[src/rtl/phys_tag_free_list.sv]
// rtl/phys_tag_free_list.sv - circular FIFO of free physical register tags for rename
module phys_tag_free_list #(
    parameter int NUM_TAGS = 32,
    parameter int TAG_W    = 5,
    parameter int RESV     = 1
) (
    input  logic             clk,
    input  logic             reset,
    input  logic             flush,
    input  logic             alloc_req,
    output logic             alloc_valid,
    output logic [TAG_W-1:0] alloc_tag,
    input  logic             free_valid,
    input  logic [TAG_W-1:0] free_tag,
    output logic [TAG_W:0]   count,
    output logic             empty,
    output logic             full,
    output logic             err
);

    localparam int               DEPTH    = NUM_TAGS - RESV;
    localparam logic [TAG_W-1:0] LAST_IDX = TAG_W'(DEPTH - 1);
    localparam logic [TAG_W:0]   DEPTH_C  = (TAG_W + 1)'(DEPTH);

    logic [TAG_W-1:0] mem_q [DEPTH];
    logic [TAG_W-1:0] mem_d [DEPTH];
    logic [TAG_W-1:0] head_q, head_d;
    logic [TAG_W-1:0] tail_q, tail_d;
    logic [TAG_W:0]   count_q, count_d;
    logic             err_q, err_d;

    logic do_pop;
    logic do_push;
    logic free_legal;

    // DEPTH is not a power of two, so pointers wrap explicitly at the last slot.
    function automatic logic [TAG_W-1:0] ptr_inc(input logic [TAG_W-1:0] p);
        return (p == LAST_IDX) ? '0 : p + 1'b1;
    endfunction

    assign empty       = (count_q == '0);
    assign full        = (count_q == DEPTH_C);
    assign alloc_valid = !empty;
    assign alloc_tag   = mem_q[head_q];
    assign count       = count_q;
    assign err         = err_q;

    // A full FIFO rejects a free even when a pop happens in the same cycle (no bypass).
    assign free_legal = (int'(free_tag) >= RESV) && (int'(free_tag) < NUM_TAGS) && !full;
    assign do_pop     = alloc_req && alloc_valid;
    assign do_push    = free_valid && free_legal;

    // Next-state: flush reloads the reset image; otherwise apply pop and push.
    always_comb begin
        mem_d   = mem_q;
        head_d  = head_q;
        tail_d  = tail_q;
        count_d = count_q;
        err_d   = err_q;
        if (flush) begin
            for (int i = 0; i < DEPTH; i++) begin
                mem_d[i] = TAG_W'(i + RESV);
            end
            head_d  = '0;
            tail_d  = '0;
            count_d = DEPTH_C;
            err_d   = 1'b0;
        end else begin
            if (do_pop) begin
                head_d = ptr_inc(head_q);
            end
            if (do_push) begin
                mem_d[tail_q] = free_tag;
                tail_d        = ptr_inc(tail_q);
            end
            if (free_valid && !free_legal) begin
                err_d = 1'b1;
            end
            case ({do_push, do_pop})
                2'b10:   count_d = count_q + 1'b1;
                2'b01:   count_d = count_q - 1'b1;
                default: count_d = count_q;
            endcase
        end
    end

    // State registers; async reset loads tags RESV..NUM_TAGS-1 in order.
    always_ff @(posedge clk or posedge reset) begin
        if (reset) begin
            for (int i = 0; i < DEPTH; i++) begin
                mem_q[i] <= TAG_W'(i + RESV);
            end
            head_q  <= '0;
            tail_q  <= '0;
            count_q <= DEPTH_C;
            err_q   <= 1'b0;
        end else begin
            mem_q   <= mem_d;
            head_q  <= head_d;
            tail_q  <= tail_d;
            count_q <= count_d;
            err_q   <= err_d;
        end
    end

endmodule
[config.mk]
export PLATFORM = sky130hd
export DESIGN_NAME = phys_tag_free_list
export DESIGN_NICKNAME = d
export VERILOG_FILES = /design/src/rtl/phys_tag_free_list.sv
export SDC_FILE = /design/constraint.sdc
export NUM_CORES = 1
export LEC_CHECK = 0
export CAP_MARGIN = 20
export CORE_MARGIN = 2
export CORE_UTILIZATION = 40
export CTS_CLUSTER_SIZE = 20
export DETAILED_ROUTE_END_ITERATION = 10
export DONT_BUFFER_PORTS = 1
export SETUP_SLACK_MARGIN = 0.5
export SYNTH_ARGS = -nofsm -noshare
export SYNTH_HDL_FRONTEND = slang
export SYNTH_SLANG_ARGS = --single-unit
[constraint.sdc]
create_clock -name clk -period 7 [get_ports clk]
set_input_delay 1.4 -clock clk [delete_from_list [all_inputs] [get_ports clk]]
set_output_delay 1.4 -clock clk [all_outputs]
set_load 0.1 [all_outputs]
==> impl_metrics.py, run 1 <==
metrics = {
    "outcome": {
        "status": "finished, final reports clean",
    },
    "synth": {
        "yosys.area_share.simple_pct": 18.7,
        "synth-main-ff-cell": "dfrtp_1",
        "synth-xor-area-share_pct": 0.273,
        "yosysWarnings": 0,
        "synth.area.mux_share_pct": 19.8,
        "yosys.area_share.adder_pct": 1.51,
        "yosys.area.top_type": "dfstp_2",
        "synth_top_family_by_area": "multiplexers",
        "synth-seq-cells": 172,
        "synthArstFlopShare_pct": 100,
        "synth.avg_cell_area_um2": 12.4,
        "syn-num-nets": 799,
        "synthTopCellsByArea": "dfstp_2 23%, dfrtp_1 23%, mux4_2 10%",
        "syn_inst": 778,
        "synth_compound_area_share_pct": 9.98,
        "synth_edf_count": 0,
        "yosysSeqAreaShare_pct": 45.9,
        "synth_cell_types": 52,
        "synth_top_cell_area_share_pct": 23.2,
        "syn-cell-area_um2": 9620,
    },
    "clock_network": {
        "cts-root-buf": "clkbuf_16",
        "clk_latency_ps": 440,
        "cts.clk_slew.worst_paths_ps": 70,
        "cts_resized": 0,
        "cts_hold_buf": 0,
        "cts_tree": "yes",
        "clock_path_buffers": 2,
        "cts_buffers": 17,
        "postCtsSetupBuffers": 0,
        "cts_sinks": 172,
        "cts_htree_levels": 4,
    },
    "timing": {
        "finalClockSkew_ps": 8.95,
        "period_share_pct": 71.6,
        "tns_ps": 0,
        "fin_ws_ps": 1990,
        "fmax_ghz": 0.200,
        "hold_viol_final": 0,
        "tightest_slew_ps": 1060,
        "maxSlewHeadroom_pct": 29.1,
        "finalMaxSlewViolations": 0,
        "setup_viol": 0,
        "rsz0062_at_grt": "no",
        "timing.hold.ws_ps": 507,
        "period_minus_slack_ps": 5010,
    },
    "route": {
        "vias": 6205,
        "drt-met1-wl_um": 10600,
        "wl_met2_um": 11800,
        "wire_per_inst_um": 22.0,
        "vias_per_cell": 5.79,
        "drt_iter0_markers": 554,
        "top_layer_used": "met4",
        "drtAntennaViolNets": 0,
        "wl_met3_um": 870,
        "drt-pass1-iter-count": 5,
        "post-route-drc-count": 0,
        "finalWirelength_um": 23600,
    },
    "worst_setup_path": {
        "startpoint_type": "register",
        "worst_path_most_repeated_cell": "mux4_2",
        "crit_arrival_ps": 3610,
        "cp.required_ps": 5600,
        "cp_cell_sequence": "buf_4 > mux4_2 > mux4_2 > a211o_1",
        "slowest_stage": "dfrtp_2",
        "critPathCaptureType": "primary output",
        "reg2regPathDepth": 10,
        "worst_path_dominant_cell_family": "flip-flops",
        "path_buf_inv": 1,
        "cp_slowest_stage_delay_ps": 1030,
        "path_class": "register to primary output",
        "critical_path_depth": 4,
        "critPathMaxFanout": 35,
    },
    "finish": {
        "instances_no_fill": 1071,
        "drive_above_1_share_pct": 27.8,
        "diodes": 0,
        "syn_to_final_growth_pct": 7.53,
        "postLayoutCoreUtil_pct": 43.9,
        "nets": 760,
    },
    "grt": {
        "grt_max_degree": 178,
        "antenna_found_initial": 0,
        "overflow": 0,
        "grt_use_total_pct": 18.9,
        "grt_first_pass_wirelength_um": 37500,
        "grt_pass1_vias": 6391,
    },
    "floorplanning": {
        "rows": 56,
        "io_pins": 25,
        "fp.coreArea_um2": 23500,
        "die_area_um2": 25300,
        "start_util_pct": 40.8,
        "die_w_um": 159,
        "fp.dieH_um": 159,
    },
    "placed_design": {
        "dp_hpwl_um": 14900,
        "dpl.cell_count": 1038,
        "port_buffers": 0,
        "gp_congestion": 0.806,
        "dp_worst_setup_slack_ps": 2400,
    },
    "power_and_ir_drop": {
        "p_seq_share_pct": 43.3,
        "switching_share_pct": 39.4,
        "max-vdd-ir-drop_uv": 277,
        "pwr-share-clk_pct": 32.6,
        "p_leak_uw": 0.00351,
        "power_frac_comb_pct": 24.1,
        "power_density_nw_per_um2": 277,
        "p_int_uw": 1730,
        "switchingPower_uw": 1130,
    },
    "hold_path": {
        "min_path_type": "register to register",
        "hold_depth": 2,
    },
    "flow_run": {
        "maxCapViolations": 0,
    },
}
==> layout by cell type (no fill, tap or decap), types with 6 or more instances in the layout <==
master and count:
a211o_1 78, dfstp_2 85, o21ai_0 12, clkbuf_16 17, nand3_1 7, inv_1 12, nand2_1 17, nor4_4 30
mux4_2 43, nor2b_1 79, mux2i_1 90, nor3_1 6, dfrtp_1 85, ha_1 10, nor2_1 101
==> area by class of cell <==
type | count | area [um2]
sequential | 172 | 4410
timing repair buffer | 5 | 57.6
tap | 319 | 399
fill | 2149 | 13200
inverter | 14 | 60.1
multi-input combinational | 529 | 4830
clock inverter | 15 | 154
clock buffer | 17 | 425
==> cell usage after synthesis (5+ instances only) <==
| master | n |
|---|---|
| inv_1 | 13 |
| buf_1 | 5 |
| buf_6 | 9 |
| nand3_1 | 7 |
| a211o_1 | 78 |
| mux2i_1 | 90 |
| dfrtp_1 | 87 |
| o31ai_1 | 5 |
| clkbuf_1 | 42 |
| nor4_4 | 30 |
| nor2b_1 | 79 |
| nand2_1 | 17 |
| mux4_2 | 43 |
| o21ai_0 | 12 |
| nor3_1 | 6 |
| ha_1 | 10 |
| dfstp_2 | 85 |
| nor2_1 | 101 |
==> per-stage QoR <==
stage / power [uW] / instance area [um2]
3_3_place_gp: 1920 / 9730
4_1_cts: 2880 / 10300
3_5_place_dp: 1950 / 9730
2_1_floorplan: 1870 / 9620
6_report: 2860 / 10300
5_1_grt: 2990 / 10300
==> routing by layer <==
metal | track usage, % | vias to the layer above
li1 | - | 2769
met1 | 25.4 | 3263
met2 | 31.9 | 147
met3 | 3.62 | 26
met4 | 4.17 | 0
met5 | 0 | -
==> cell families after synthesis <==
| logic type | after synthesis |
|---|---|
| DFF | 172 |
| xor gates and xnor gates | 3 |
| AOI/OAI and AO/OA | 118 |
| and+or+nand+nor | 261 |
| buffers and inverters | 77 |
| adders and majority gates | 11 |
| muxes | 136 |
==> worst min-delay path, cell delays in order, from the launching register on <==
cell and delay, ps:
dfstp_2 380, inv_1 60, a2bb2oi_1 60
==> power groups by stage <==
stage | Clock (uW) | Sequential (uW) | Combinational, uW
2_1_floorplan | 0 | 1220 | 643
3_3_place_gp | 0 | 1250 | 666
3_5_place_dp | 0 | 1260 | 691
4_1_cts | 954 | 1240 | 691
5_1_grt | 997 | 1250 | 740
6_report | 932 | 1240 | 688
==> flip-flops by register name, indices dropped and copies added, names as in the netlist <==
register and count:
tail_q 5, count 6, err 1, mem_q 155, head_q 5
==> final timing paths <==
kind,start,end,slack [ps]
max,head_q[0]$_DFFE_PP0P_,alloc_tag[3],1990
min,mem_q[4]$_DFFE_PP1P_,mem_q[4]$_DFFE_PP1P_,510
max reg2reg,count[5]$_DFFE_PP0P_,count[5]$_DFFE_PP0P_,3450
min reg2reg,mem_q[4]$_DFFE_PP1P_,mem_q[4]$_DFFE_PP1P_,510
max in group asynchronous,reset,mem_q[114]$_DFFE_PP0P_,5290
min in group asynchronous,reset,mem_q[11]$_DFFE_PP0P_,740
Power figures use the tool's default switching activity.
==> run 2, diff against run 1 <==
==> constraint.sdc (replaced) <==
create_clock -name clk -period 4.4 [get_ports clk]
set_input_delay 0.88 -clock clk [delete_from_list [all_inputs] [get_ports clk]]
set_output_delay 0.88 -clock clk [all_outputs]
set_load 0.1 [all_outputs]
==> impl_metrics.py, run 2 (same netlist as run 1, synthesis figures left out) <==
metrics = {
    "outcome": {
        "status": "finished, final reports clean",
    },
    "floorplanning": {
        "die_w_um": 159,
        "rows": 56,
        "die_area_um2": 25300,
        "fp.dieH_um": 159,
        "start_util_pct": 40.8,
        "io_pins": 25,
        "fp.coreArea_um2": 23500,
    },
    "grt": {
        "antenna_found_initial": 0,
        "grt_max_degree": 178,
        "grt_first_pass_wirelength_um": 37700,
        "grt_pass1_vias": 6486,
        "grt_use_total_pct": 19.0,
        "overflow": 0,
    },
    "worst_setup_path": {
        "cp_cell_sequence": "buf_4 > mux4_2 > mux4_2 > mux2_2",
        "path_class": "register to primary output",
        "cp_slowest_stage_delay_ps": 620,
        "startpoint_type": "register",
        "slowest_stage": "dfrtp_4",
        "worst_path_most_repeated_cell": "mux4_2",
        "cp.required_ps": 3520,
        "crit_arrival_ps": 2900,
        "critPathCaptureType": "primary output",
        "critPathMaxFanout": 13,
    },
    "placed_design": {
        "port_buffers": 0,
        "dpl.cell_count": 1046,
        "dp_hpwl_um": 14900,
        "gp_congestion": 0.768,
    },
    "clock_network": {
        "cts_htree_levels": 4,
        "cts_hold_buf": 0,
        "cts.clk_slew.worst_paths_ps": 70,
        "cts_sinks": 172,
        "cts_buffers": 17,
        "cts-root-buf": "clkbuf_16",
        "cts_tree": "yes",
        "clk_latency_ps": 440,
        "clock_path_buffers": 2,
    },
    "timing": {
        "setup_viol": 0,
        "tightest_slew_ps": 969,
        "finalMaxSlewViolations": 0,
        "maxSlewHeadroom_pct": 35.2,
        "rsz0062_at_grt": "no",
        "period_minus_slack_ps": 3780,
        "hold_viol_final": 0,
        "period_share_pct": 85.8,
        "fmax_ghz": 0.265,
        "finalClockSkew_ps": 14.5,
        "tns_ps": 0,
    },
    "finish": {
        "syn_to_final_growth_pct": 8.33,
        "final_cell_mix": "101 x nor2_1, 90 x mux2i_1, 85 x dfstp_2, 85 x dfrtp_1, 79 x nor2b_1",
        "final_common_cell": "nor2_1",
        "nets": 768,
        "drive_above_1_share_pct": 28.6,
        "largest_register_ffs": 155,
        "instances_no_fill": 1079,
        "postLayoutCoreUtil_pct": 44.2,
        "fill_cells": 2167,
        "regMostFlops": "mem_q",
        "diodes": 0,
    },
    "route": {
        "vias_per_cell": 5.76,
        "post-route-drc-count": 0,
        "wire_per_inst_um": 21.6,
        "drt_iter0_markers": 448,
        "drt-pass1-iter-count": 5,
        "vias": 6215,
        "drtAntennaViolNets": 0,
        "finalWirelength_um": 23300,
    },
    "hold_path": {
        "min_path_type": "input port to async pin",
    },
    "power_and_ir_drop": {
        "p_leak_uw": 0.00355,
        "power_density_nw_per_um2": 439,
        "p_total_uw": 4570,
        "max-vdd-ir-drop_uv": 583,
    },
    "flow_run": {
        "maxCapViolations": 0,
    },
}
-- run 2: cell types whose count changed in the layout (fill, tap and decap cells not counted), moves of 2 or more --
cell	change
buf_12	+2
buf_4	+6
dfrtp_2	-2
dfrtp_4	+2
-- run 2: layout make-up --
type	instances	area [um2]	area share (%)
Multi-Input combinational cell	529	4840	46.4
Sequential cell	172	4420	42.4
Clock buffer	17	425	4.08
Tap cell	319	399	3.83
Clock inverter	15	149	1.43
Timing Repair Buffer	13	130	1.25
Inverter	14	58.8	0.564
-- run 2: stage by stage --
step	hold WS [ps]	setup slack, ps	cell area (um2)
6_report	508	623	10400
5_1_grt	497	516	10400
4_1_cts	511	533	10400
3_5_place_dp	495	760	9820
3_3_place_gp	492	825	9820
2_1_floorplan	460	664	9620
-- run 2: routing by layer --
layer	global-route usage, %	up-vias	routed length [um]
met1	25.7	3213	10500
met4	5.12	0	363
met2	30.8	181	11100
met5	0	-	0
li1	-	2791	-
met3	4.77	30	1290
-- run 2: timing repair --
| action | in CTS | in global routing |
|---|---|---|
| endpoints found under the setup margin | 5 | 4 |
| resized for setup | 1 | 2 |
| buffers inserted | 1 | 0 |
-- run 2: report_power, final --
group | switching (uW) | internal, uW | leakage, uW
clock | 723 | 755 | 0.000281
sequential | 246 | 1680 | 0.00210
combinational | 813 | 351 | 0.00117
-- run 2: path summary, 6_finish.rpt --
kind | start | cells past startpoint | endpoint | slack, ps
worst min-delay path | reset | 1 | mem_q[78]$_DFFE_PP0P_ | 510
worst max register to register | count[0]$_DFFE_PP1P_ | 10 | count[5]$_DFFE_PP0P_ | 1070
worst max-delay path | head_q[0]$_DFFE_PP0P_ | 4 | alloc_tag[2] | 620
max in group asynchronous | reset | 2 | count[4]$_DFFE_PP1P_ | 2850
worst min register to register | mem_q[4]$_DFFE_PP1P_ | 2 | mem_q[4]$_DFFE_PP1P_ | 510
min in group clk | mem_q[4]$_DFFE_PP1P_ | 2 | mem_q[4]$_DFFE_PP1P_ | 510
-- run 2: worst max-delay path: cells and delay by family (launching register included) --
family                 cells  cell delay (ps)
buffers and inverters      1              320
multiplexers               3             1520
flip-flops                 1              620
==> run 3, diff against run 2 <==
--- a/config.mk
+++ b/config.mk
@@ -5,12 +5,12 @@
 export SDC_FILE = /design/constraint.sdc
 export NUM_CORES = 1
 export LEC_CHECK = 0
-export CAP_MARGIN = 20
 export CORE_MARGIN = 2
 export CORE_UTILIZATION = 40
 export CTS_CLUSTER_SIZE = 20
 export DETAILED_ROUTE_END_ITERATION = 10
 export DONT_BUFFER_PORTS = 1
+export PLACE_DENSITY = 0.56
 export SETUP_SLACK_MARGIN = 0.5
 export SYNTH_ARGS = -nofsm -noshare
 export SYNTH_HDL_FRONTEND = slang
==> impl_metrics.py, run 3 (same netlist as run 1, synthesis figures left out) <==
metrics = {
    "outcome": {
        "status": "finished, final reports clean",
    },
    "floorplanning": {
        "rows": 56,
        "die_w_um": 159,
        "start_util_pct": 40.8,
        "io_pins": 25,
        "fp.coreArea_um2": 23500,
        "fp.dieH_um": 159,
        "die_area_um2": 25300,
    },
    "timing": {
        "finalClockSkew_ps": 12.6,
        "tightest_slew_ps": 1040,
        "maxSlewHeadroom_pct": 30.5,
        "hold_viol_final": 0,
        "tns_ps": 0,
        "setup_viol": 0,
        "rsz0062_at_grt": "no",
        "period_share_pct": 85.8,
        "period_minus_slack_ps": 3770,
        "finalMaxSlewViolations": 0,
        "fmax_ghz": 0.265,
    },
    "clock_network": {
        "cts_hold_buf": 0,
        "cts_htree_levels": 4,
        "clk_latency_ps": 430,
        "cts-root-buf": "clkbuf_16",
        "cts_tree": "yes",
        "clock_path_buffers": 2,
        "cts_buffers": 17,
        "postCtsSetupBuffers": 0,
        "cts.clk_slew.worst_paths_ps": 70,
        "cts_sinks": 172,
    },
    "worst_setup_path": {
        "cp.required_ps": 3520,
        "critPathMaxFanout": 28,
        "cp_cell_sequence": "buf_12 > mux4_2 > mux4_2 > mux2_2",
        "path_class": "register to primary output",
        "worst_path_most_repeated_cell": "mux4_2",
        "cp_slowest_stage_delay_ps": 650,
        "r2r_slack_ps": 1100,
        "crit_arrival_ps": 2890,
        "slowest_stage": "dfrtp_4",
        "critPathCaptureType": "primary output",
        "startpoint_type": "register",
    },
    "finish": {
        "diodes": 0,
        "final_cell_mix": "101 x nor2_1, 90 x mux2i_1, 85 x dfstp_2, 85 x dfrtp_1, 79 x nor2b_1",
        "nets": 765,
        "largest_register_ffs": 155,
        "syn_to_final_growth_pct": 8.17,
        "final_common_cell": "nor2_1",
        "regMostFlops": "mem_q",
        "drive_above_1_share_pct": 28.0,
    },
    "power_and_ir_drop": {
        "p_leak_uw": 0.00353,
        "power_density_nw_per_um2": 443,
        "p_total_uw": 4610,
        "max-vdd-ir-drop_uv": 405,
    },
    "grt": {
        "antenna_found_initial": 0,
        "overflow": 0,
        "grt_pass1_vias": 6543,
        "grt_max_degree": 178,
        "grt_use_total_pct": 19.9,
        "grt_first_pass_wirelength_um": 38900,
    },
    "route": {
        "vias_per_cell": 5.83,
        "drtAntennaViolNets": 0,
        "drt-pass1-iter-count": 4,
        "post-route-drc-count": 0,
        "wl_met3_um": 1220,
        "top_layer_used": "met4",
        "drt_iter0_markers": 389,
        "finalWirelength_um": 24300,
        "wire_per_inst_um": 22.6,
        "drt-met1-wl_um": 11300,
        "wl_met2_um": 11300,
        "vias": 6278,
    },
    "placed_design": {
        "dp_hpwl_um": 15400,
        "gp_congestion": 0.783,
        "port_buffers": 0,
    },
    "hold_path": {
        "min_path_type": "input port to async pin",
    },
    "flow_run": {
        "maxCapViolations": 0,
    },
}
run 3: routing by layer:
layer  global-route usage (%)  vias up
met2                     30.7      169
met1                     27.8     3291
met5                        0        -
li1                         -     2785
met3                     4.82       33
met4                     6.28        0
run 3: layout make-up:
class	count	area, um2
multi-input cells	529	4830
clock inverters	10	106
well taps	319	399
flip-flops and latches	172	4420
repair buffers	10	113
inverters	14	58.8
clock buffers	22	474
fillers	2187	13100
run 3: path summary, 6_finish.rpt:
path / startpoint / endpoint / cells past startpoint
setup / recovery: head_q[0]$_DFFE_PP0P_ / alloc_tag[4] / 4
hold / removal: reset / mem_q[91]$_DFFE_PP0P_ / 1
setup reg to reg: count[2]$_DFFE_PP1P_ / count[5]$_DFFE_PP0P_ / 11
hold reg to reg: mem_q[4]$_DFFE_PP1P_ / mem_q[4]$_DFFE_PP1P_ / 2
max in group asynchronous: reset / mem_q[37]$_DFFE_PP0P_ / 2
min in group clk: mem_q[4]$_DFFE_PP1P_ / mem_q[4]$_DFFE_PP1P_ / 2
run 3: through the flow:
stage	instances	worst slack (ps)	hold slack (ps)	utilization, %	cell area (um2)
final	1076	626	350	44.2	10400
after global routing	1076	502	350	44.2	10400
after detailed placement	1044	809	491	41.7	9820
after CTS	1076	569	347	44.2	10400
after floorplan	778	664	460	-	9620
after global placement	1044	894	485	41.7	9820
run 3: timing repair:
item | CTS | global route
hold endpoints to repair | 0 | 0
setup endpoints to repair | 5 | 0
gates resized for setup | 2 | 0
run 3: worst max-delay path: cells and delay by family (launching register included):
kind | cells | cell delay [ps]
flops | 1 | 650
mux | 3 | 1520
buf+inv | 1 | 280
run 3: power by group:
| part | leakage, uW | total (uW) | switching (uW) | internal, uW |
|---|---|---|---|---|
| Sequential | 0.00210 | 1920 | 235 | 1690 |
| Clock | 0.000277 | 1510 | 671 | 837 |
| Combinational | 0.00116 | 1180 | 834 | 351 |
